$ cat src/rtl/hex_scan_display.sv
// Multiplexed NDIGITS-digit hex driver for a shared active-low 7-segment bus.
// Optional blink support is compiled in with `define HEX_SCAN_DISPLAY_BLINK_EN.
module hex_scan_display #(
  parameter int NDIGITS  = 4,
  parameter int SCAN_DIV = 1024
`ifdef HEX_SCAN_DISPLAY_BLINK_EN
  ,
  parameter int BLINK_FRAMES = 32
`endif
) (
  input  logic                   clk,
  input  logic                   reset,
  input  logic                   load,
  input  logic [4*NDIGITS-1:0]   value,
  input  logic                   blank_lz,
`ifdef HEX_SCAN_DISPLAY_BLINK_EN
  input  logic                   blink,
`endif
  output logic [6:0]             seg,
  output logic [NDIGITS-1:0]     dig_sel,
  output logic                   frame_done
);

  localparam int PW = $clog2(SCAN_DIV);
  localparam int IW = (NDIGITS > 1) ? $clog2(NDIGITS) : 1;
  localparam logic [IW-1:0] LAST = IW'(NDIGITS - 1);

  logic [PW-1:0]          prescaler;
  logic [IW-1:0]          index;
  logic [4*NDIGITS-1:0]   pending;
  logic [4*NDIGITS-1:0]   active;

  logic                   tick;
  logic                   frame;
  logic [IW-1:0]          index_n;
  logic [4*NDIGITS-1:0]   active_n;
  logic [NDIGITS:0]       lz;
  logic [3:0]             digit;
  logic                   hide;
  logic                   mask;
  logic [NDIGITS-1:0]     sel_n;
  logic [6:0]             seg_n;

  function automatic logic [6:0] seg7(input logic [3:0] d);
    case (d)
      4'h0: seg7 = 7'h40;
      4'h1: seg7 = 7'h79;
      4'h2: seg7 = 7'h24;
      4'h3: seg7 = 7'h30;
      4'h4: seg7 = 7'h19;
      4'h5: seg7 = 7'h12;
      4'h6: seg7 = 7'h02;
      4'h7: seg7 = 7'h78;
      4'h8: seg7 = 7'h00;
      4'h9: seg7 = 7'h10;
      4'hA: seg7 = 7'h08;
      4'hB: seg7 = 7'h03;
      4'hC: seg7 = 7'h46;
      4'hD: seg7 = 7'h21;
      4'hE: seg7 = 7'h06;
      default: seg7 = 7'h0E;
    endcase
  endfunction

`ifdef HEX_SCAN_DISPLAY_BLINK_EN
  localparam int BW = (BLINK_FRAMES > 1) ? $clog2(BLINK_FRAMES) : 1;
  logic [BW-1:0] fcnt, fcnt_n;
  logic          phase_off, phase_off_n;

  always_comb begin
    fcnt_n      = fcnt;
    phase_off_n = phase_off;
    if (!blink) begin
      fcnt_n      = '0;
      phase_off_n = 1'b0;
    end else if (frame) begin
      if (fcnt == BW'(BLINK_FRAMES - 1)) begin
        fcnt_n      = '0;
        phase_off_n = ~phase_off;
      end else begin
        fcnt_n = fcnt + 1'b1;
      end
    end
  end

  always_ff @(posedge clk or posedge reset) begin
    if (reset) begin
      fcnt      <= '0;
      phase_off <= 1'b0;
    end else begin
      fcnt      <= fcnt_n;
      phase_off <= phase_off_n;
    end
  end

  // The phase seen by the new frame is applied at its boundary tick.
  assign mask = blink & phase_off_n;
`else
  assign mask = 1'b0;
`endif

  always_comb begin
    tick    = (prescaler == PW'(SCAN_DIV - 1));
    frame   = tick && (index == LAST);
    index_n = (index == LAST) ? '0 : index + 1'b1;
    // Outputs at the boundary already show the incoming value, so a frame is never mixed.
    active_n = frame ? (load ? value : pending) : active;

    lz[NDIGITS] = 1'b1;
    for (int i = NDIGITS - 1; i >= 0; i--)
      lz[i] = lz[i+1] && (active_n[4*i +: 4] == 4'h0);

    digit = 4'h0;
    hide  = 1'b0;
    sel_n = '0;
    for (int i = 0; i < NDIGITS; i++) begin
      if (IW'(i) == index_n) begin
        digit    = active_n[4*i +: 4];
        hide     = blank_lz && (i != 0) && lz[i];
        sel_n[i] = 1'b1;
      end
    end

    seg_n = (hide || mask) ? 7'h7F : seg7(digit);
  end

  always_ff @(posedge clk or posedge reset) begin
    if (reset) begin
      prescaler  <= '0;
      index      <= '0;
      pending    <= '0;
      active     <= '0;
      seg        <= 7'h7F;
      dig_sel    <= '0;
      frame_done <= 1'b0;
    end else begin
      prescaler  <= tick ? '0 : prescaler + 1'b1;
      if (load)
        pending <= value;
      active     <= active_n;
      frame_done <= frame;
      if (tick) begin
        index   <= index_n;
        seg     <= seg_n;
        dig_sel <= sel_n;
      end
    end
  end

endmodule

$ cat config.mk
export PLATFORM = sky130hd
export DESIGN_NAME = hex_scan_display
export DESIGN_NICKNAME = d
export VERILOG_FILES = /design/src/rtl/hex_scan_display.sv
export SDC_FILE = /design/constraint.sdc
export NUM_CORES = 1
export LEC_CHECK = 0
export CAP_MARGIN = 20
export CORE_AREA = 2 2 142 89
export CTS_CLUSTER_SIZE = 28
export DETAILED_ROUTE_END_ITERATION = 8
export DIE_AREA = 0 0 144 91
export RECOVER_POWER = 50
export SYNTH_ARGS = -nofsm -noshare
export SYNTH_HDL_FRONTEND = slang
export SYNTH_SLANG_ARGS = --single-unit
$ cat constraint.sdc
create_clock -name clk -period 5.5 [get_ports clk]
set_input_delay 1.375 -clock clk [delete_from_list [all_inputs] [get_ports clk]]
set_output_delay 1.375 -clock clk [all_outputs]
set_load 0.02 [all_outputs]
## Yosys cells after proc, flatten, opt, wreduce, memory -nomap -nowiden

Memories as Yosys holds them, arrays and structs flattened.
Index checks and enable logic that the tools add are counted.

- Word-level logic and storage cells: 41
- Register bits after elaboration: 56
- Bits in read-only memories: 112
- Input port bits: 20
- Memories: 1

Memory list:

| name | words | width | rd ports | clocked after Yosys merged registers in | write ports | RTL line | text |
|---|---|---|---|---|---|---|---|
| (name not given) | 16 | 7 | 1 | 0 | 0 | 45 | `case (d)` |

- Reduce and logical (&&, ||, !) cells: 10
- Muxes and demuxes: 16
- Add/subtract/negate cells: 2
- Eq/ne operators: 5

Operators with widths:

| operator | number |
|---|---|
| $mux 16 | 2 |
| $mux 4 | 4 |
| $logic_not 4->1 | 3 |
| $add 10x1->10 const B | 1 |
| $eq 10x10->1 const B | 1 |
| $mux 10 | 1 |
| $mux 1 | 7 |
| $mux 7 | 1 |
| $logic_and 1x1->1 | 6 |
| $eq 2x2->1 const A | 2 |
| $add 2x1->2 const B | 1 |
| $eq 1x2->1 const A | 1 |
| $eq 2x2->1 const B | 1 |
| $logic_not 2->1 | 1 |
| $mux 2 | 1 |

## Logic depth before layout (Yosys ltp)

- Depth after elaboration: 11
- Gate-level depth with buffers: 14

## Worst setup path after synthesis

No wires, ideal clock.

- Path kind: input -> register
- Start point: input port load
- End point: register seg[3]
- Path slack: 1.760 ns
- Cell stages on the path: 11
- Required time: 5.406 ns
- Buffers on the path: 2
- Data arrival time: 3.646 ns
- Path through: buf_2 buf_2 mux2_2 mux2_4 a221oi_2 a221oi_2 inv_1 ha_1 nor3_1 a2111oi_1 a311oi_1

- Elaborated cells between the ends (all ways): 19
- Those cells by class: mux (10); reduce/logical (8); memory (1)

RTL lines:

| element | RTL line | text |
|---|---|---|
| from (decl) | 13 | `input logic load,` |
| $mux 16 * | n/a |  |
| $mux 16 * | 107 | `active_n = frame ? (load ? value : pending) : active;` |
| via active_n[5] | 36 | `logic [4*NDIGITS-1:0] active_n;` |
| parallel branches: the longest is 6 deep, another holds $mem_v2 16x7 | n/a |  |
| $mux 7 * | 124 | `seg_n = (hide \|\| mask) ? 7'h7F : seg7(digit);` |
| to (signal assigned) | 144 | `seg <= seg_n;` |
| to (decl) | 19 | `output logic [6:0] seg,` |

Mark *: on every way through the listed nets, which the timed path passes.
A chain may end at the register's enable or synchronous reset.

## Worst setup path after layout

- Start point: input port load
- End point: register seg[1]

- Cells in the longest elaborated chain, start to end: 10
- Elaborated cells between the ends (all ways): 19
- Those cells by class: mux (10); reduce/logical (8); memory (1)

RTL lines:

| element | RTL line |
|---|---|
| $mux 16 * | n/a |
| $mux 16 * | 107 |
| parallel branches: the longest is 7 deep, another holds $mem_v2 16x7 | n/a |
| $mux 7 * | 124 |

Mark *: on every way between the ends.

==> qor.yml <==
crit_path_max_incr_delay_ps: 1050
grt_max_degree: 38
tns_ps: 0
grt_pass1_vias: 2074
rsz0062_at_grt: "no"
hold_viol_final: 0
synth_enable_flop_cells: 0
yosys-top-cells-area: "dfrtp_1, mux2_2, dfstp_2"
root_buffer: "clkbuf_16"
clk-insertion-delay-late_ps: 300
ys.flop_type: "dfrtp_1"
crit_path_max_fanout: 18
die_h_um: 91
clk_path_buf_depth: 2
diodes: 0
vias: 2003
crit_start: "load"
drc: 0
synth_cells: 257
synth_area_per_cell_um2: 11.2
start_util: 0.245
h-tree-depth: 2
ys_seq_area_frac: 0.491
layout_min_cycle_time_ps: 4470
wl_um: 6670
vdd_drop_max_v: 0.000129
ys_ff_latch: 56
fin_crit_sh: 0.812
r2r_start: "index[0]"
setup_violations: 0
track_usage: 0.112
path_cells: "clkdlybuf4s50_1, mux2_2, nand2_1, mux2i_1, o311ai_1, nand2_1, a2111oi_1, o21bai_1"
min_path_type: "reg2reg"
arrival_ps: 4690
p_leak_nw: 1.48
cts_resized: 0
synth_fp_nets: 288
fin_skew_ps: 5.18
ant_nets: 0
dr.pass1.iters: 4
coreArea_mm2: 0.0118
dieArea_mm2: 0.0131
nets: 318
layout-drive-gt1-share: 0.177
setup.worst_path.class: "in2reg"
clock-sinks: 56
clock.fmax_mhz: 224
netlist_area_mm2: 0.00287
gp_congestion: 0.854
cp_slowest_cell: "clkdlybuf4s50_1"
drtIter0Drc: 170
synth_common_cells: "dfrtp_1, inv_1, mux2_2"
worst_pin_slew_ps: 1400
grt_overflow: 0
cp.required_ps: 5720
num_rows: 31
place_area_mm2: 0.00333
slew_headroom: 0.0656
final_area_mm2: 0.00346
fillers: 1236
synth.most_common_cell: "dfrtp_1"
min-delay-start: "prescaler[0]"
crit_path_start_kind: "primary input"
synth_area_leader_cell: "dfrtp_1"
crit_path_frequent_cell: "nand2_1"
port_buffers: 31
io_pins: 32
end_kind: "flop"
outcome: "finished clean"
cts_tree: "done"
yosys.cell_types.count: 55
slew_viol_final: 0
grt_antenna_before_repair: 0
hpwl_um: 5110
hold_slack_ps: 460
grt_pass1_wl_um: 11200
wl_per_cell_um: 14.7
synthArstFlopShare: 1.00
holdBufCountCts: 0
path_clk_slew_ps: 70
die_w_um: 144
yosysWarnings: 0
vias_per_cell: 4.42
cap_violations: 0
cts_setup_buffers: 0
cts-buffers-inserted: 5
power_density_mw_per_mm2: 237
area_growth_pct: 20.3
power_w: 0.000820
synth_top_cell_area_share: 0.427
==> cells by family (layout without fill, tap and decap cells) <==
kind of cell | count (synthesis) | count (layout) | share of synthesized area
simple gates | 72 | 72 | 0.130
flops | 56 | 56 | 0.491
compound gates | 45 | 45 | 0.122
buf+inv | 33 | 64 | 0.0596
fa+ha+maj | 11 | 11 | 0.0479
mux | 33 | 33 | 0.129
xor+xnor | 7 | 7 | 0.0213
==> path summary, 6_finish.rpt <==
kind                       cells past startpoint      endpoint  slack (ps)
setup / recovery                               8        seg[1]        1030
hold / removal                                 1  prescaler[0]         460
setup reg to reg                              12        seg[3]        1570
hold reg to reg                                1  prescaler[0]         460
max in group asynchronous                      3     active[2]        1930
min in group asynchronous                      2  prescaler[7]        1920
==> layout make-up <==
type,instances,area (µm²),area share
Multi-Input combinational cell,168,1280,0.371
Clock buffer,5,125,0.0362
Timing Repair Buffer,33,318,0.0919
Tap cell,165,206,0.0597
Sequential cell,56,1410,0.408
Inverter,23,91.3,0.0264
Clock inverter,3,23.8,0.00688
==> cells in the final DEF, fill, tap and decap left out, types with 2 or more instances in the layout <==
master	instances
a2111oi_1	2
a21oi_1	5
a21oi_2	2
a221oi_2	2
a31oi_1	4
and3_1	2
clkbuf_1	2
clkbuf_16	5
clkdlybuf4s50_1	30
clkinv_4	2
clkinvlp_4	2
dfrtp_1	49
dfstp_2	7
ha_1	11
inv_1	21
mux2_2	19
mux2_4	3
mux2i_1	10
nand2_1	18
nand3_1	7
nand4_1	4
nor2_1	16
nor2b_1	3
nor3_1	5
nor4_1	5
o211ai_1	2
o21ai_0	10
o311ai_1	2
o32a_1	2
o41ai_1	3
or2_2	2
or3_1	3
or4_1	2
xnor2_1	4
xor2_1	3
==> critical path, delay by kind of cell <==
kind            cells  cell delay [ps]
compound gates      3             1320
buf+inv             1             1050
mux                 2              550
simple gates        2              380
==> registers in the layout (all words and copies together), names as in the netlist <==
name        count
active         16
dig_sel         4
frame_done      1
index           2
pending        16
prescaler      10
seg             7
==> where the power goes <==
part | switching (W) | internal (W)
sequential | 0.00000587 | 0.000427
combinational | 0.0000312 | 0.0000279
clock | 0.000158 | 0.000170
total | 0.000195 | 0.000625
==> layer usage <==
layer | routed length, µm | global-route usage
met2 | 2550 | 0.145
met1 | 3630 | 0.176
met4 | 64 | 0.0270
met5 | 0 | 0
met3 | 416 | 0.0353
==> per-stage QoR <==
| stage | setup slack [ps] | cells | utilization |
|---|---|---|---|
| finish | 1030 | 453 | 0.294 |
| global route | 827 | 453 | 0.294 |
| CTS | 1080 | 453 | 0.296 |
| detailed placement | 785 | 445 | 0.283 |
| global placement | 800 | 445 | 0.283 |
| floorplan | 1760 | 257 | - |
Power figures use the tool's default switching activity.
